==> src/rtl/rgb_awb_gain_if.sv <==
// Pixel stream bundle for rgb_awb_gain: demosaiced input beats and balanced output beats.
// Valid-only stream with no backpressure: a beat transfers on every clock where *_valid is high.
interface rgb_awb_gain_if;
  logic       din_valid;
  logic [7:0] din_r;
  logic [7:0] din_g;
  logic [7:0] din_b;
  logic       dout_valid;
  logic [7:0] dout_r;
  logic [7:0] dout_g;
  logic [7:0] dout_b;

  modport master (
    output din_valid, din_r, din_g, din_b,
    input  dout_valid, dout_r, dout_g, dout_b
  );

  modport slave (
    input  din_valid, din_r, din_g, din_b,
    output dout_valid, dout_r, dout_g, dout_b
  );
endinterface

==> src/rtl/rgb_awb_gain.sv <==
// Gray-world auto white balance on the display clock: per-frame RGB sums, sequential
// R/B gain division between frames, and a 2-stage multiply/saturate pixel pipeline.
module rgb_awb_gain #(
  parameter int SUM_W     = 28,
  parameter int GAIN_W    = 12,
  parameter int GAIN_FRAC = 8
) (
  input  logic              clk_disp,
  input  logic              rst_n,
  input  logic              frame_begin,
  input  logic              awb_en,
  rgb_awb_gain_if.slave     pix,
  output logic [GAIN_W-1:0] gain_r,
  output logic [GAIN_W-1:0] gain_b,
  output logic              gain_busy,
  output logic [1:0]        state_dbg
);

  localparam int DIV_N  = SUM_W + GAIN_FRAC;
  localparam int CNT_W  = $clog2(DIV_N);
  localparam int PROD_W = 8 + GAIN_W;
  localparam logic [GAIN_W-1:0] UNITY    = GAIN_W'(1 << GAIN_FRAC);
  localparam logic [CNT_W-1:0]  CNT_LAST = CNT_W'(DIV_N - 1);

  typedef enum logic [1:0] {
    IDLE   = 2'd0,
    DIV_R  = 2'd1,
    DIV_B  = 2'd2,
    UPDATE = 2'd3
  } state_t;

  state_t             state;
  logic [SUM_W-1:0]   sum_r, sum_g, sum_b;
  logic [SUM_W-1:0]   snap_g, snap_b;
  logic [CNT_W-1:0]   cnt;
  logic [SUM_W-1:0]   rem;
  logic [DIV_N-1:0]   dq;
  logic [SUM_W-1:0]   divisor;
  logic [GAIN_W-1:0]  calc_r, calc_b;
  logic [GAIN_W-1:0]  pend_r, pend_b;
  logic               pend_vld;

  assign state_dbg = state;

  function automatic logic [SUM_W-1:0] sat_add(input logic [SUM_W-1:0] s, input logic [7:0] p);
    logic [SUM_W:0] t;
    t = {1'b0, s} + (SUM_W+1)'(p);
    return t[SUM_W] ? {SUM_W{1'b1}} : t[SUM_W-1:0];
  endfunction

  // Red snapshot is never stored: the red divisor is loaded straight from sum_r at the frame edge.
  always_ff @(posedge clk_disp or negedge rst_n) begin
    if (!rst_n) begin
      sum_r  <= '0;
      sum_g  <= '0;
      sum_b  <= '0;
      snap_g <= '0;
      snap_b <= '0;
    end else if (frame_begin) begin
      snap_g <= sum_g;
      snap_b <= sum_b;
      sum_r  <= pix.din_valid ? SUM_W'(pix.din_r) : '0;
      sum_g  <= pix.din_valid ? SUM_W'(pix.din_g) : '0;
      sum_b  <= pix.din_valid ? SUM_W'(pix.din_b) : '0;
    end else if (pix.din_valid) begin
      sum_r <= sat_add(sum_r, pix.din_r);
      sum_g <= sat_add(sum_g, pix.din_g);
      sum_b <= sat_add(sum_b, pix.din_b);
    end
  end

  // One restoring-division step; a zero divisor yields all-ones, which saturates to max gain.
  logic [SUM_W:0]    trial;
  logic              fits;
  logic [SUM_W-1:0]  rem_nxt;
  logic [DIV_N-1:0]  q_nxt;
  logic [GAIN_W-1:0] q_sat;

  always_comb begin
    trial   = {rem, dq[DIV_N-1]};
    fits    = (trial >= {1'b0, divisor});
    rem_nxt = fits ? SUM_W'(trial - {1'b0, divisor}) : SUM_W'(trial);
    q_nxt   = {dq[DIV_N-2:0], fits};
    q_sat   = (|q_nxt[DIV_N-1:GAIN_W]) ? {GAIN_W{1'b1}} : q_nxt[GAIN_W-1:0];
  end

  always_ff @(posedge clk_disp or negedge rst_n) begin
    if (!rst_n) begin
      state     <= IDLE;
      gain_busy <= 1'b0;
      cnt       <= '0;
      rem       <= '0;
      dq        <= '0;
      divisor   <= '0;
      calc_r    <= UNITY;
      calc_b    <= UNITY;
      pend_r    <= UNITY;
      pend_b    <= UNITY;
      pend_vld  <= 1'b0;
      gain_r    <= UNITY;
      gain_b    <= UNITY;
    end else if (frame_begin) begin
      if (pend_vld) begin
        gain_r   <= pend_r;
        gain_b   <= pend_b;
        pend_vld <= 1'b0;
      end
      state     <= DIV_R;
      gain_busy <= 1'b1;
      cnt       <= CNT_LAST;
      rem       <= '0;
      dq        <= {sum_g, {GAIN_FRAC{1'b0}}};
      divisor   <= sum_r;
    end else begin
      case (state)
        IDLE: ;
        DIV_R: begin
          rem <= rem_nxt;
          dq  <= q_nxt;
          cnt <= cnt - 1'b1;
          if (cnt == '0) begin
            calc_r  <= q_sat;
            state   <= DIV_B;
            cnt     <= CNT_LAST;
            rem     <= '0;
            dq      <= {snap_g, {GAIN_FRAC{1'b0}}};
            divisor <= snap_b;
          end
        end
        DIV_B: begin
          rem <= rem_nxt;
          dq  <= q_nxt;
          cnt <= cnt - 1'b1;
          if (cnt == '0) begin
            calc_b <= q_sat;
            state  <= UPDATE;
          end
        end
        UPDATE: begin
          // A black frame gives no colour information, so fall back to unity.
          pend_r    <= (snap_g == '0) ? UNITY : calc_r;
          pend_b    <= (snap_g == '0) ? UNITY : calc_b;
          pend_vld  <= 1'b1;
          state     <= IDLE;
          gain_busy <= 1'b0;
        end
        default: state <= IDLE;
      endcase
    end
  end

  // Gains loaded on this very frame edge apply to the pixel arriving with it.
  logic [GAIN_W-1:0] gsel_r, gsel_b;

  always_comb begin
    gsel_r = gain_r;
    gsel_b = gain_b;
    if (frame_begin && pend_vld) begin
      gsel_r = pend_r;
      gsel_b = pend_b;
    end
    if (!awb_en) begin
      gsel_r = UNITY;
      gsel_b = UNITY;
    end
  end

  function automatic logic [7:0] sat_px(input logic [PROD_W-1:0] p);
    logic [PROD_W-1:0] s;
    s = p >> GAIN_FRAC;
    return (|s[PROD_W-1:8]) ? 8'hFF : s[7:0];
  endfunction

  logic              v1;
  logic [PROD_W-1:0] prod_r, prod_b;
  logic [7:0]        g1;

  always_ff @(posedge clk_disp or negedge rst_n) begin
    if (!rst_n) begin
      v1             <= 1'b0;
      prod_r         <= '0;
      prod_b         <= '0;
      g1             <= '0;
      pix.dout_valid <= 1'b0;
      pix.dout_r     <= '0;
      pix.dout_g     <= '0;
      pix.dout_b     <= '0;
    end else begin
      v1 <= pix.din_valid;
      if (pix.din_valid) begin
        prod_r <= PROD_W'(pix.din_r) * PROD_W'(gsel_r);
        prod_b <= PROD_W'(pix.din_b) * PROD_W'(gsel_b);
        g1     <= pix.din_g;
      end
      pix.dout_valid <= v1;
      if (v1) begin
        pix.dout_r <= sat_px(prod_r);
        pix.dout_g <= g1;
        pix.dout_b <= sat_px(prod_b);
      end
    end
  end

endmodule

==> src/flat_wrapper.sv <==
// flat-port wrapper written by rule: the top's interface ports become plain ports
module rgb_awb_gain_flat 
#(
  parameter int SUM_W     = 28,
  parameter int GAIN_W    = 12,
  parameter int GAIN_FRAC = 8
)
  (clk_disp, rst_n, frame_begin, awb_en, gain_r, gain_b, gain_busy, state_dbg, pix_din_valid, pix_din_r, pix_din_g, pix_din_b, pix_dout_valid, pix_dout_r, pix_dout_g, pix_dout_b);
  rgb_awb_gain_if pix_i ();
  input  logic clk_disp;
  input  logic rst_n;
  input  logic frame_begin;
  input  logic awb_en;
  output logic [GAIN_W-1:0] gain_r;
  output logic [GAIN_W-1:0] gain_b;
  output logic gain_busy;
  output logic [1:0] state_dbg;
  input wire logic [$bits(pix_i.din_valid)-1:0] pix_din_valid;
  input wire logic [$bits(pix_i.din_r)-1:0] pix_din_r;
  input wire logic [$bits(pix_i.din_g)-1:0] pix_din_g;
  input wire logic [$bits(pix_i.din_b)-1:0] pix_din_b;
  output wire logic [$bits(pix_i.dout_valid)-1:0] pix_dout_valid;
  output wire logic [$bits(pix_i.dout_r)-1:0] pix_dout_r;
  output wire logic [$bits(pix_i.dout_g)-1:0] pix_dout_g;
  output wire logic [$bits(pix_i.dout_b)-1:0] pix_dout_b;
  assign pix_i.din_valid = pix_din_valid;
  assign pix_i.din_r = pix_din_r;
  assign pix_i.din_g = pix_din_g;
  assign pix_i.din_b = pix_din_b;
  assign pix_dout_valid = pix_i.dout_valid;
  assign pix_dout_r = pix_i.dout_r;
  assign pix_dout_g = pix_i.dout_g;
  assign pix_dout_b = pix_i.dout_b;
  rgb_awb_gain #(.SUM_W(SUM_W), .GAIN_W(GAIN_W), .GAIN_FRAC(GAIN_FRAC)) u_core (.clk_disp(clk_disp), .rst_n(rst_n), .frame_begin(frame_begin), .awb_en(awb_en), .pix(pix_i), .gain_r(gain_r), .gain_b(gain_b), .gain_busy(gain_busy), .state_dbg(state_dbg));
endmodule
==> config.mk <==
export PLATFORM = sky130hd
export DESIGN_NAME = rgb_awb_gain_flat
export DESIGN_NICKNAME = d
export VERILOG_FILES = /design/src/rtl/rgb_awb_gain_if.sv /design/src/rtl/rgb_awb_gain.sv /design/src/flat_wrapper.sv
export SDC_FILE = /design/constraint.sdc
export NUM_CORES = 1
export LEC_CHECK = 0
export ABC_AREA = 1
export CORE_ASPECT_RATIO = 0.5
export CORE_UTILIZATION = 31
export CTS_CLUSTER_SIZE = 40
export DETAILED_ROUTE_END_ITERATION = 8
export GPL_ROUTABILITY_DRIVEN = 0
export GPL_TIMING_DRIVEN = 1
export HOLD_SLACK_MARGIN = 0.02
export REMOVE_ABC_BUFFERS = 1
export SLEW_MARGIN = 20
export SYNTH_ARGS = -nofsm -noshare
export SYNTH_HDL_FRONTEND = slang
export SYNTH_SLANG_ARGS = --single-unit
==> constraint.sdc <==
create_clock -name clk_disp -period 6.4 [get_ports clk_disp]
set_clock_uncertainty 0.05 [all_clocks]
set_input_delay 1.28 -clock clk_disp [delete_from_list [all_inputs] [get_ports clk_disp]]
set_output_delay 1.28 -clock clk_disp [all_outputs]
set_load 0.01 [all_outputs]
==> results of run 1 <==
tightest hold or removal path, cell delays in order (launching register included):
cell and delay (ns):
dfrtp_1 0.34, nand2_1 0.05, nand2_1 0.05
worst max-delay path by stage:
stage                 startpoint                       endpoint  cells past startpoint
detailed placement  pix_din_b[4]  u_core.prod_b[16]$_DFFE_PN0P_                     18
global placement    pix_din_b[4]  u_core.prod_b[16]$_DFFE_PN0P_                     18
floorplan            frame_begin  u_core.prod_r[18]$_DFFE_PN0P_                     23
global route         frame_begin  u_core.prod_r[19]$_DFFE_PN0P_                     23
CTS                 pix_din_b[4]  u_core.prod_b[16]$_DFFE_PN0P_                     18
finish              pix_din_b[4]  u_core.prod_b[16]$_DFFE_PN0P_                     18
stage by stage:
| stage | power (mW) | hold WS, ns | area (sq um) | worst slack, ns | instances |
|---|---|---|---|---|---|
| after global placement | 7.305 | 0.4051 | 27890 | 0.2178 | 4520 |
| after CTS | 9.860 | 0.4240 | 29270 | 0.8088 | 4597 |
| after floorplan | 6.059 | 0.3814 | 25290 | 0.5631 | 3291 |
| after detailed placement | 7.359 | 0.4091 | 27890 | 0.1904 | 4520 |
| after global routing | 10.62 | 0.4491 | 29270 | 0.3837 | 4597 |
| final | 9.804 | 0.4232 | 29270 | 0.7249 | 4597 |
synth_stat cells (47+ instances only):
| master | count |
|---|---|
| nand2_1 | 906 |
| inv_1 | 483 |
| dfrtp_1 | 366 |
| nor2_1 | 332 |
| o21ai_0 | 244 |
| nand3_1 | 184 |
| ha_1 | 127 |
| fa_1 | 122 |
| a21oi_1 | 115 |
| clkbuf_1 | 75 |
| a31oi_1 | 54 |
| o21ai_1 | 47 |
state kept, by name, indices dropped and copies added, names as in the netlist, 28 cells and up:
name	cells
u_core.divisor	28
u_core.snap_g	28
u_core.dq	36
u_core.sum_r	28
u_core.sum_g	28
u_core.sum_b	28
u_core.snap_b	28
u_core.rem	28
power breakdown:
| part | internal, mW | switching (mW) | leakage (nW) |
|---|---|---|---|
| Combinational | 1.56 | 2.69 | 9.23 |
| Sequential | 2.80 | 0.302 | 4.82 |
| Clock | 1.39 | 1.06 | 0.678 |
kinds of logic (layout without fill, tap and decap cells):
logic type	count (synthesis)	count (layout)	synth area share, %
compound gates	548	548	11.89
xor+xnor	60	60	2.041
fa+ha+maj	249	249	15.66
buf+inv	607	705	9.055
flops	372	372	36.19
simple gates	1561	1561	25.17
layout make-up:
class / count / area (sq um)
Fill cell: 8492 / 52680
Multi-Input combinational cell: 2418 / 14110
Sequential cell: 372 / 9316
Inverter: 501 / 1881
Tap cell: 1102 / 1379
Clock buffer: 58 / 1224
Timing Repair Buffer: 127 / 1201
Clock inverter: 19 / 150.1
routing by layer:
| metal | track usage, % | routed length, microns |
|---|---|---|
| met5 | 0 | 0 |
| met4 | 4.584 | 1551 |
| met3 | 1.858 | 3813 |
| met2 | 27.50 | 32520 |
| met1 | 24.93 | 35060 |
==> flow_metrics.tcl, run 1 <==
set metrics [dict create \
    violations "DRC" \
    die_h_microns 205.8 \
    cp_num_buf_inv 5 \
    path_clk_slew_ns 0.06 \
    netlist_area_sq_um 25740 \
    power_density_nw_per_um2 335.0 \
    fmax_ghz 0.1762 \
    yosys-top-cells-area "dfrtp_1 36%, nand2_1 13%, fa_1 9.5%, inv_1 7.0%, ha_1 6.2%" \
    crit_type "primary input to flop" \
    detail-route-antenna-nets 0 \
    cts_root_buffer "clkbuf_16" \
    cp-start-kind "primary input" \
    cts_resized 0 \
    maxCapViolations 0 \
    die_x_microns 409.5 \
    worstHoldPathCells 2 \
    worstReg2RegEnd "u_core.prod_b[16]$_DFFE_PN0P_" \
    status "finished with violations" \
    grt_usage_pct 17.30 \
    core_area_sq_um 81940 \
    io_pins 81 \
    yosys_warnings 0 \
    clock_path_buffers 3 \
    r2r-start "u_core.pend_vld$_DFFE_PN0P_" \
    fin_crit_sh_pct 88.67 \
    synth_edf_count 0 \
    drt_wl_total_microns 72950 \
    grt-ovfl-total 0 \
    period_minus_slack_ns 5.675 \
    cts.sink_count 372 \
    crit_fanout 7 \
    final_common_cell "nand2_1" \
    cts_tree "yes" \
    clk_latency_ns 0.58 \
    io_buffer_count 80 \
    yosysTopAreaCellShare_pct 35.58 \
    drv_slew 0 \
    cp-end-kind "flop" \
    worstPathArrival_ns 6.09 \
    yosysTopAreaCell "dfrtp_1" \
    finalNetCount 3741 \
    htree_levels 2 \
    cp.required_ns 6.81 \
    cp_top_family "adder cells" \
    grt_pass1_vias 21793 \
    initial_core_util_pct 31.42 \
    drt_iter0_drc 2065 \
    core.rowCount 74 \
    syn_area_per_cell_sq_um 7.578 \
    ys_ff_latch 372 \
    min_path_type "flop to flop" \
    drive_gt1_share_pct 5.265 \
    synthCells 3397 \
    synth_seq_area_share_pct 36.19 \
    hold_viol 0 \
    vias 22717 \
    irDropWorstVdd_mv 0.1933 \
    synth-main-ff-cell "dfrtp_1" \
    antenna_cells 0 \
    vias_per_cell 4.942 \
    antenna_found_initial 0 \
    max_stage_delay_ns 0.81 \
    hold_start "u_core.prod_r[17]$_DFFE_PN0P_" \
    reg2reg_depth 24 \
    firstDrtPassIters 8 \
    rsz0062_at_grt "no" \
    layout_common_cells "906 x nand2_1, 480 x inv_1, 366 x dfrtp_1, 329 x nor2_1, 244 x o21ai_0" \
    crit_chain "clkdlybuf4s50_1 > inv_1 > nor2_1 > fa_1 > fa_1 > fa_1 > inv_1 > fa_1 > inv_1 > ha_1 > inv_1 > o21ai_0 > a31oi_1 > o21ai_0 > a21oi_1 > nand3_1 > nand3_1 > nand2_1" \
    synth-async-reset-ratio_pct 100.0 \
    reg2reg_slack_ns 1.15 \
    ctsHoldBuffers 0 \
    wl_per_cell_microns 15.87 \
    crit_slowest_cell "clkdlybuf4s50_1" \
    p_leak_nw 14.73 \
    dieArea_sq_um 84270 \
    final_util_pct 35.72 \
    grt_max_degree 129 \
    area_growth_pct 13.68 \
    numCtsBuffers 43 \
    max_slew_margin_pct 27.93 \
    grt_pass1_wl_microns 118300 \
    setup_tns_ns 0 \
    cts_setup_buffers 0 \
    setup_viol 0 \
    yosysUniqueCellTypes 55 \
    hpwlAfterDp_microns 53770 \
    hold-path-endpoint "u_core.prod_r[17]$_DFFE_PN0P_" \
    max_slew.worst_pin.slew_ns 1.080 \
    drc 4 \
]
(Power assumes the default switching activity.)
==> inputs of run 2 (changes only) <==
Settings changed: ABC_AREA 1 to not set, GPL_ROUTABILITY_DRIVEN 0 to not set.
==> run 2 against run 1 <==
Effect of this change:
- critical path depth grew 2
- synthesized cell count shrank 27%
- via count shrank 18%
- final area shrank 2.7%
- setup slack lost 0.25 ns
- the flow now finishes without violations
- clock power is essentially flat
- global-route usage shrank 1.8 points
- register-to-register slack lost 0.46 ns
- sequential power shrank 13%
- synthesized area shrank 5.4%
- largest cell class unchanged
==> flow_metrics.tcl, run 2 <==
set metrics [dict create \
    period_minus_slack_ns 5.927 \
    post-place-ws_ns -0.1184 \
    cp.required_ns 6.80 \
    cp_top_family "adder cells" \
    antenna_found_initial 0 \
    hpwlAfterDp_microns 44600 \
    synth_edf_count 0 \
    yosys.area_share.simple_pct 14.67 \
    clock_path_buffers 3 \
    syn_area_per_cell_sq_um 9.875 \
    area_growth_pct 16.92 \
    path_clk_slew_ns 0.06 \
    max_slew.worst_pin.slew_ns 0.8813 \
    netlist_area_sq_um 24350 \
    max_slew_margin_pct 41.25 \
    placed_cell_area_sq_um 27020 \
    place_inst 3585 \
    dieArea_sq_um 79750 \
    cts_setup_buffers 0 \
    largest_register_ffs 36 \
    grt_pass1_vias 18662 \
    detail-route-antenna-nets 0 \
    top_layer "met4" \
    htree_levels 2 \
    numCtsBuffers 41 \
    ctsHoldBuffers 0 \
    maxCapViolations 0 \
    synthCells 2466 \
    crit_chain "clkbuf_8 > nand2_1 > buf_12 > mux2i_1 > inv_1 > and3_1 > fa_1 > fa_1 > fa_1 > inv_1 > fa_1 > inv_1 > ha_1 > a2111o_1 > a41oi_2 > nor3_1 > or3_1 > a21oi_1 > xnor2_1 > mux2_2" \
    synth_fa_ha_area_share_pct 16.55 \
    layout_common_cells "366 x dfrtp_1, 213 x inv_1, 195 x nand2_1, 173 x o21ai_0, 127 x ha_1" \
    clk_latency_ns 0.59 \
    synth-async-reset-ratio_pct 100.0 \
    hold_start "u_core.calc_b[8]$_DFFE_PN1P_" \
    finalNetCount 2872 \
    synthMuxAreaShare_pct 8.693 \
    hold-path-endpoint "u_core.pend_b[8]$_DFFE_PN1P_" \
    reg2reg_slack_ns 0.69 \
    drive_gt1_share_pct 12.95 \
    grt_max_degree 135 \
    grt-ovfl-total 0 \
    yosysTopAreaCellShare_pct 37.61 \
    initial_core_util_pct 31.43 \
    vias 18671 \
    final_util_pct 36.75 \
    synth_compound_area_share_pct 14.05 \
    core_area_sq_um 77470 \
    cpMostUsedCell "fa_1" \
    cts_resized 0 \
    drc 0 \
    yosysMostFrequentCell "dfrtp_1" \
    vias_per_cell 5.099 \
    power_density_nw_per_um2 248.8 \
    drv_slew 0 \
    yosysUniqueCellTypes 73 \
    ys_ff_latch 372 \
    cts_root_buffer "clkbuf_16" \
    min_path_type "flop to flop" \
    grt_usage_pct 15.50 \
    die_h_microns 200.2 \
    cts_tree "yes" \
    yosys-top-cells-area "dfrtp_1 38%, fa_1 10%, ha_1 6.5%, mux2_2 4.8%, mux2i_1 3.8%" \
    fmax_ghz 0.1687 \
    p_leak_nw 13.79 \
    r2r-start "u_core.pend_vld$_DFFE_PN0P_" \
    route.met2.wl_microns 28130 \
    synth-main-ff-cell "dfrtp_1" \
    wl_met3_microns 2227 \
    finalWorstSetupSlack_ns 0.4725 \
    firstDrtPassIters 6 \
    io_buffer_count 80 \
    wl_per_cell_microns 16.78 \
    yosysTopAreaCell "dfrtp_1" \
    synth_top_family_by_area "adder cells" \
    cp_num_buf_inv 5 \
    synthXorXnorAreaFrac_pct 2.374 \
    crit_type "primary input to flop" \
    cts.sink_count 372 \
    die_x_microns 398.4 \
    drt_wl_total_microns 61450 \
    synth_seq_area_share_pct 38.26 \
    gp_congestion 0.8799 \
    antenna_cells 0 \
    max_stage_delay_ns 0.55 \
    core.rowCount 72 \
    reg2reg_depth 19 \
    whs_ns 0.4082 \
    irDropWorstVdd_mv 0.1774 \
    crit_fanout 12 \
    status "finished, final reports clean" \
    grt_pass1_wl_microns 101400 \
    hold_viol 0 \
    fin_area_sq_um 28470 \
    setup_viol 0 \
    worstReg2RegEnd "u_core.prod_r[17]$_DFFE_PN0P_" \
    top_register "u_core.dq" \
    wl_met1_microns 29580 \
    yosys-top-cells-count "366 x dfrtp_1, 213 x inv_1, 195 x nand2_1, 173 x o21ai_0, 127 x ha_1" \
    fin_cells 3662 \
    crit_slowest_cell "fa_1" \
    worstHoldPathCells 2 \
    worstPathArrival_ns 6.33 \
    cp-start-kind "primary input" \
    drt_iter0_drc 1346 \
    fin_crit_sh_pct 92.62 \
    nFillCells 7701 \
    cp-end-kind "flop" \
    io_pins 81 \
    rsz0062_at_grt "no" \
    yosys_warnings 0 \
    final_common_cell "dfrtp_1" \
]
-- run 2: cell count changes in the layout (fill, tap and decap cells not counted), moves of 42 or more --
| cell | before | now |
|---|---|---|
| buf_4 | 44 | 125 |
| inv_1 | 480 | 213 |
| nor2_1 | 329 | 125 |
| and2_1 | 4 | 49 |
| a31oi_1 | 54 | 12 |
| o21ai_0 | 244 | 173 |
| mux2i_1 | 0 | 93 |
| mux2_2 | 0 | 104 |
| o21ai_1 | 47 | 4 |
| and3_1 | 1 | 115 |
| nand3_1 | 184 | 78 |
| nand2_1 | 906 | 195 |
-- run 2: layout make-up --
| class | instances | area, sq um | share of cell area (%) |
|---|---|---|---|
| Clock inverter | 16 | 216.5 | 0.7602 |
| Clock buffer | 59 | 1204 | 4.227 |
| Multi-Input combinational cell | 1753 | 13760 | 48.32 |
| Inverter | 214 | 803.3 | 2.821 |
| Timing Repair Buffer | 212 | 1879 | 6.600 |
| Sequential cell | 372 | 9316 | 32.72 |
| Tap cell | 1036 | 1296 | 4.553 |
-- run 2: power breakdown --
part	switching, mW	internal [mW]
clock network	1.03	1.45
registers	0.150	2.55
logic	1.08	0.830
total	2.26	4.82
-- run 2: cells by family after synthesis --
group | Yosys count
fa+ha+maj | 249
simple gates | 712
compound gates | 528
buf+inv | 341
xor+xnor | 66
mux | 198
flops | 372
-- run 2: metrics by stage --
| step | setup TNS (ns) | power [mW] |
|---|---|---|
| after CTS | 0 | 7.139 |
| after floorplan | -0.3371 | 4.025 |
| after detailed placement | -0.4150 | 4.628 |
| after global routing | 0 | 7.505 |
| after global placement | -0.07423 | 4.603 |
| final | 0 | 7.083 |
-- run 2: per-layer routing --
metal | vias to the layer above | track usage [%]
met3 | 86 | 1.806
met2 | 315 | 24.42
li1 | 8878 | -
met1 | 9392 | 22.33
met5 | - | 0
met4 | 0 | 4.488
-- run 2: tightest hold or removal path, stage by stage, from the launching register on --
cell and delay, ns:
dfstp_2 0.37, inv_1 0.04, a21oi_1 0.05
-- run 2: worst max path at each step --
stage           startpoint                            end  slack [ns]  cells past startpoint
3_5_place_dp   frame_begin  u_core.prod_r[17]$_DFFE_PN0P_       -0.12                     20
5_1_grt        frame_begin  u_core.prod_r[17]$_DFFE_PN0P_        0.21                     20
4_1_cts        frame_begin  u_core.prod_r[17]$_DFFE_PN0P_        0.48                     20
6_report       frame_begin  u_core.prod_r[17]$_DFFE_PN0P_        0.47                     20
3_3_place_gp   frame_begin  u_core.prod_r[17]$_DFFE_PN0P_       -0.05                     20
2_1_floorplan  frame_begin  u_core.prod_b[18]$_DFFE_PN0P_       -0.11                     18
